===== src/rtl/apb_pkg.sv =====
// Shared definitions for the round-robin APB master: bus widths, requester count, FSM states.
// Latency: n/a (package only).
// Backpressure: n/a (package only).
package apb_pkg;

   localparam int APB_AW = 8;
   localparam int APB_DW = 8;
   localparam int NREQ   = 4;
   localparam int IDX_W  = 2;

   // Kept as plain 2-bit constants so older code that compares raw state
   // values keeps working.
   typedef logic [1:0] state_t;
   localparam state_t ST_IDLE    = 2'd0;
   localparam state_t ST_SETUP   = 2'd1;
   localparam state_t ST_ACCESS  = 2'd2;
   localparam state_t ST_CAPTURE = 2'd3;

endpackage


===== src/rtl/rr_arbiter.sv =====
// Round-robin selector over NREQ requesters; owns the rotating priority pointer.
// Latency: grant/index are combinational from req; the pointer updates on the clock after advance.
// Backpressure: none; the pointer only moves when advance is high and some requester is selected.
//
// Ports:
//   clk, reset       clock, asynchronous active-high reset (pointer returns to 0)
//   req     [NREQ]   request vector to choose from
//   advance          commit the current selection; pointer moves past the winner
//   grant   [NREQ]   one-hot winner, zero when req is zero
//   index   [IDX_W]  binary index of the winner
module rr_arbiter
   import apb_pkg::*;
(
   input  logic             clk,
   input  logic             reset,
   input  logic [NREQ-1:0]  req,
   input  logic             advance,
   output logic [NREQ-1:0]  grant,
   output logic [IDX_W-1:0] index
);

   logic [IDX_W-1:0] ptr_q, ptr_d;
   logic [IDX_W-1:0] cand;
   logic             found;

   // Search starts at the pointer; 2-bit arithmetic gives the 3->0 wrap.
   always_comb begin
      index = '0;
      found = 1'b0;
      cand  = '0;
      for (int i = 0; i < NREQ; i++) begin
         cand = ptr_q + IDX_W'(i);
         if (!found && req[cand]) begin
            found = 1'b1;
            index = cand;
         end
      end
      grant = found ? (NREQ'(1) << index) : '0;
      ptr_d = (advance && found) ? index + IDX_W'(1) : ptr_q;
   end

   always_ff @(posedge clk or posedge reset) begin
      if (reset) ptr_q <= '0;
      else       ptr_q <= ptr_d;
   end

endmodule


===== src/rtl/apb_rr_master.sv =====
// Shares one APB slave between NREQ requesters using round-robin arbitration.
// Latency: SETUP one cycle after grant, done/err one cycle after the last ACCESS (read with lag: in CAPTURE).
// Backpressure: slave stalls via pready; TIMEOUT stalled ACCESS cycles abort with err; requesters hold req until done/err.
//
// Ports:
//   clk, reset                     clock, asynchronous active-high reset
//   req/req_write                  per-requester request and direction (1 = write)
//   req_addr/req_wdata             packed 8-bit fields, requester k at [8k+7:8k]
//   done/err                       one-cycle completion / timeout pulse to the granted requester
//   rdata                          read data, valid with done of a read, held until the next read
//   psel/penable/pwrite/paddr/pwdata/prdata/pready   APB master side
module apb_rr_master #(
   parameter int NREQ      = 4,
   parameter int TIMEOUT   = 16,
   parameter int RDATA_LAG = 1
) (
   input  logic              clk,
   input  logic              reset,
   input  logic [NREQ-1:0]   req,
   input  logic [NREQ-1:0]   req_write,
   input  logic [8*NREQ-1:0] req_addr,
   input  logic [8*NREQ-1:0] req_wdata,
   output logic [NREQ-1:0]   done,
   output logic [NREQ-1:0]   err,
   output logic [7:0]        rdata,
   output logic              psel,
   output logic              penable,
   output logic              pwrite,
   output logic [7:0]        paddr,
   output logic [7:0]        pwdata,
   input  logic [7:0]        prdata,
   input  logic              pready
);
   import apb_pkg::*;

   localparam int WAIT_W = $clog2(TIMEOUT + 1);

   state_t            state_q, state_d;
   logic              wr_q, wr_d;
   logic [APB_AW-1:0] addr_q, addr_d;
   logic [APB_DW-1:0] wdata_q, wdata_d;
   logic [NREQ-1:0]   gnt_q, gnt_d;
   logic [WAIT_W-1:0] wait_q, wait_d;
   logic [NREQ-1:0]   done_q, done_d;
   logic [NREQ-1:0]   err_q, err_d;
   logic [APB_DW-1:0] rdata_q, rdata_d;

   logic [NREQ-1:0]   req_eff;
   logic [NREQ-1:0]   arb_grant;
   logic [IDX_W-1:0]  arb_index;
   logic              arb_advance;

   // A requester sees its done/err pulse in the IDLE cycle and may still hold
   // req during it; masking it here prevents an immediate duplicate grant.
   assign req_eff     = req & ~(done_q | err_q);
   assign arb_advance = (state_q == ST_IDLE);

   rr_arbiter u_arb (
      .clk     (clk),
      .reset   (reset),
      .req     (req_eff),
      .advance (arb_advance),
      .grant   (arb_grant),
      .index   (arb_index)
   );

   always_comb begin
      state_d = state_q;
      wr_d    = wr_q;
      addr_d  = addr_q;
      wdata_d = wdata_q;
      gnt_d   = gnt_q;
      wait_d  = wait_q;
      done_d  = '0;
      err_d   = '0;
      rdata_d = rdata_q;
      case (state_q)
         ST_IDLE: begin
            if (|req_eff) begin
               gnt_d   = arb_grant;
               wr_d    = req_write[arb_index];
               addr_d  = req_addr[int'(arb_index)*APB_AW +: APB_AW];
               wdata_d = req_wdata[int'(arb_index)*APB_DW +: APB_DW];
               wait_d  = '0;
               state_d = ST_SETUP;
            end
         end
         ST_SETUP: begin
            state_d = ST_ACCESS;
         end
         ST_ACCESS: begin
            if (pready) begin
               // done is registered, so it shows up in IDLE for the direct
               // path and in CAPTURE for the lagged-read path.
               done_d = gnt_q;
               if (wr_q || RDATA_LAG == 0) begin
                  if (!wr_q) rdata_d = prdata;
                  state_d = ST_IDLE;
               end else begin
                  state_d = ST_CAPTURE;
               end
            end else if (wait_q == WAIT_W'(TIMEOUT - 1)) begin
               err_d   = gnt_q;
               state_d = ST_IDLE;
            end else begin
               wait_d = wait_q + WAIT_W'(1);
            end
         end
         ST_CAPTURE: begin
            rdata_d = prdata;
            state_d = ST_IDLE;
         end
         default: state_d = ST_IDLE;
      endcase
   end

   always_ff @(posedge clk or posedge reset) begin
      if (reset) begin
         state_q <= ST_IDLE;
         wr_q    <= 1'b0;
         addr_q  <= '0;
         wdata_q <= '0;
         gnt_q   <= '0;
         wait_q  <= '0;
         done_q  <= '0;
         err_q   <= '0;
         rdata_q <= '0;
      end else begin
         state_q <= state_d;
         wr_q    <= wr_d;
         addr_q  <= addr_d;
         wdata_q <= wdata_d;
         gnt_q   <= gnt_d;
         wait_q  <= wait_d;
         done_q  <= done_d;
         err_q   <= err_d;
         rdata_q <= rdata_d;
      end
   end

   assign psel    = (state_q == ST_SETUP) || (state_q == ST_ACCESS);
   assign penable = (state_q == ST_ACCESS);
   assign pwrite  = wr_q;
   assign paddr   = addr_q;
   assign pwdata  = wdata_q;
   assign done    = done_q;
   assign err     = err_q;
   // In CAPTURE the slave's data is passed straight through so it is valid
   // alongside done; it is also registered to hold until the next read.
   assign rdata   = (state_q == ST_CAPTURE) ? prdata : rdata_q;

endmodule


===== config.mk =====
export PLATFORM = sky130hd
export DESIGN_NAME = apb_rr_master
export DESIGN_NICKNAME = d
export VERILOG_FILES = /design/src/rtl/apb_pkg.sv /design/src/rtl/rr_arbiter.sv /design/src/rtl/apb_rr_master.sv
export SDC_FILE = /design/constraint.sdc
export NUM_CORES = 1
export LEC_CHECK = 0
export CELL_PAD_IN_SITES_DETAIL_PLACEMENT = 0
export CELL_PAD_IN_SITES_GLOBAL_PLACEMENT = 1
export CORE_UTILIZATION = 34
export CTS_BUF_LIST = sky130_fd_sc_hd__clkbuf_8 sky130_fd_sc_hd__clkbuf_16
export DETAILED_ROUTE_END_ITERATION = 12
export HOLD_SLACK_MARGIN = 0.12
export PLACE_DENSITY = 0.9
export SYNTH_ARGS = -nofsm -noshare
export SYNTH_HDL_FRONTEND = slang
export SYNTH_SLANG_ARGS = --single-unit

===== constraint.sdc =====
create_clock -name clk -period 3.15 [get_ports clk]
set_clock_uncertainty 0.05 [all_clocks]
set_input_delay 0.7875 -clock clk [delete_from_list [all_inputs] [get_ports clk]]
set_output_delay 0.7875 -clock clk [all_outputs]
set_load 0.01 [all_outputs]

==> flow_summary.json <==
{
  "drc": 0,
  "cts.sinks": 46,
  "finalMaxSlewViolations": 0,
  "p_switching_mw": 1.30,
  "synth.distinct_cells": 44,
  "diodes": 0,
  "hold_violations": 0,
  "syn2layout_area_growth_pct": 49.2,
  "setup_viol_count_final": 0,
  "comb_power_share_pct": 56.8,
  "io_buffers": 117,
  "cts_tree": "yes",
  "outcome": "finished, final reports clean",
  "wl_per_cell_um": 16.2,
  "grt_use_total_pct": 20.2,
  "tightest_slew_ns": 0.908,
  "die-width_um": 92.3,
  "grt_antenna_before_repair": 0,
  "hold_start": "wait_q[2]",
  "ios": 118,
  "fillers": 705,
  "fin_crit_ns": 2.86,
  "hold_buffers": 0,
  "synthCells": 283,
  "grt_pass1_wl_mm": 13.5,
  "grt_max_degree": 21,
  "end_kind": "output pin",
  "power_density_nw_per_um2": 811,
  "hold_class": "reg2reg",
  "ys_warn_count": 0,
  "die_h_um": 92.3,
  "path_clk_slew_ns": 0.09,
  "relSlewSlack_pct": 39.3,
  "die-area_um2": 8520,
  "max_cap_violations": 0,
  "whs_ns": 0.447,
  "coreArea_um2": 7810,
  "clockPowerShare_pct": 13.5,
  "fmax_mhz": 350,
  "vias": 2628,
  "crit_type": "reg2out",
  "fin_crit_sh_pct": 90.7,
  "firstDrtPassIters": 4,
  "syn-num-nets": 372,
  "routed_wl_mm": 8.11,
  "critical_path_required_ns": 2.31,
  "synth.most_common_cell": "dfrtp_1",
  "placed_cell_area_um2": 4030,
  "clockBufferDepth": 2,
  "grt-ovfl-total": 0,
  "cts-root-buf": "clkbuf_8",
  "fin_setup_tns_ns": 0,
  "h-tree-depth": 2,
  "synth_area_leaders": "dfrtp_1, nand2_1, nor2_1, a41oi_2, mux2_2",
  "synth_edf_count": 0,
  "avgSynthCellArea_um2": 9.80,
  "synth-async-reset-ratio_pct": 100,
  "clock_latency_ns": 0.30,
  "netlist.top_cell.by_area": "dfrtp_1",
  "crit_start": "state_q[1]",
  "r2r_start": "err[3]",
  "drive_gt1_share_pct": 13.3,
  "arrival_ns": 2.02,
  "rows": 32,
  "switching_share_pct": 38.7,
  "ir_worst_vdd_v": 0.000395,
  "postRouteAntennaNets": 0,
  "seq_area_frac_synth_pct": 41.5,
  "cts_buffers": 5,
  "routed_via_density": 5.24,
  "synthFlopType": "dfrtp_1",
  "power.internal_mw": 2.06,
  "dp_hpwl_mm": 6.02,
  "synth_top_area_share_pct": 41.5,
  "layout.nets": 488,
  "grt_pass1_vias": 2777,
  "synthTopCellsByCount": "dfrtp_1, nand2_1, nor2_1",
  "p_seq_share_pct": 29.8,
  "initial_utilization_pct": 35.5,
  "postLayoutCellArea_um2": 4140,
  "cts_setup_buffers": 0,
  "cts_resized": 0,
  "crit_fanout": 8,
  "drt_iter0_markers": 162,
  "synth-seq-cells": 46,
  "rsz0062_at_grt": "no",
  "syn_area_um2": 2770,
  "critPathLaunchType": "flip-flop",
  "cellLeakagePower_nw": 1.64,
  "gp_congestion": 0.764
}
-- cell usage in the layout (no fill, tap or decap), types with 3 or more instances in the layout --
cell             instances
clkdlybuf4s50_1        117
dfrtp_1                 46
nand2_1                 40
nor2_1                  40
o21a_1                  17
a22oi_1                 16
mux2_2                  12
buf_4                   12
a21oi_1                 10
a41oi_2                  9
a41oi_1                  8
o21ai_0                  7
and3_1                   6
ha_1                     6
clkbuf_8                 5
or3b_1                   4
inv_1                    4
and2_1                   4
nand3_1                  3
-- area by class of cell --
cell class              instances  area (um^2)  share of cell area, %
inverters                       5         18.8                  0.454
clock buffers                   5         68.8                   1.66
well taps                     102          128                   3.08
clock inverters                 3         43.8                   1.06
repair buffers                129         1260                   30.5
flip-flops and latches         46         1150                   27.8
multi-input cells             212         1470                   35.4
-- registers in the layout, summed over array words and instances, names as in the netlist --
signal / count
u_arb.ptr_q: 2
pwdata: 8
done: 4
state_q: 2
gnt_q: 4
paddr: 8
err: 4
rdata_q: 8
wait_q: 5
pwrite: 1
-- worst paths after layout --
kind                         endpoint  slack (ns)  cells past startpoint
max                          rdata[3]        0.29                      3
min                         wait_q[2]        0.45                      1
max reg2reg                  paddr[5]        0.84                      4
min reg2reg                 wait_q[2]        0.45                      1
max in group asynchronous    paddr[3]        1.72                      3
min in group asynchronous  rdata_q[0]        0.75                      2
-- critical path, cell delays in order (launching register included) --
cell and delay (ns):
dfrtp_1 0.42, ha_1 0.41, mux2_2 0.40, clkdlybuf4s50_1 0.49
-- through the flow --
step                util (%)  cells  worst slack, ns  power (mW)
floorplan                  -    283            0.888        2.15
global placement        51.6    494           0.0662        2.87
detailed placement      51.6    494          0.00866        2.92
CTS                     53.0    502            0.276        3.39
global route            53.0    502            0.158        3.60
finish                  53.0    502            0.292        3.36
-- cells by family (layout without fill, tap and decap cells) --
group,Yosys count,after routing,synth area share (%)
and+or+nand+nor,111,111,19.1
DFF,46,46,41.5
muxes,12,12,4.87
adders and majority gates,6,6,2.71
AOI/OAI and AO/OA,83,83,26.2
buffers and inverters,25,142,5.60
-- power by group through the flow --
stage	Sequential, mW	Combinational, mW	Clock, mW
final	0.999	1.91	0.452
after global routing	1.03	2.08	0.484
after CTS	1.00	1.92	0.466
after detailed placement	1.01	1.91	0
after global placement	1.00	1.87	0
after floorplan	0.992	1.16	0
-- routing by layer --
| metal | track usage, % | vias to the layer above | share of wire (%) |
|---|---|---|---|
| li1 | - | 1248 | - |
| met1 | 25.9 | 1256 | 42 |
| met5 | 0 | - | 0 |
| met3 | 6.08 | 9 | 8.2 |
| met4 | 4.30 | 0 | 1.3 |
| met2 | 33.5 | 115 | 49 |
Power figures use the tool's default switching activity.
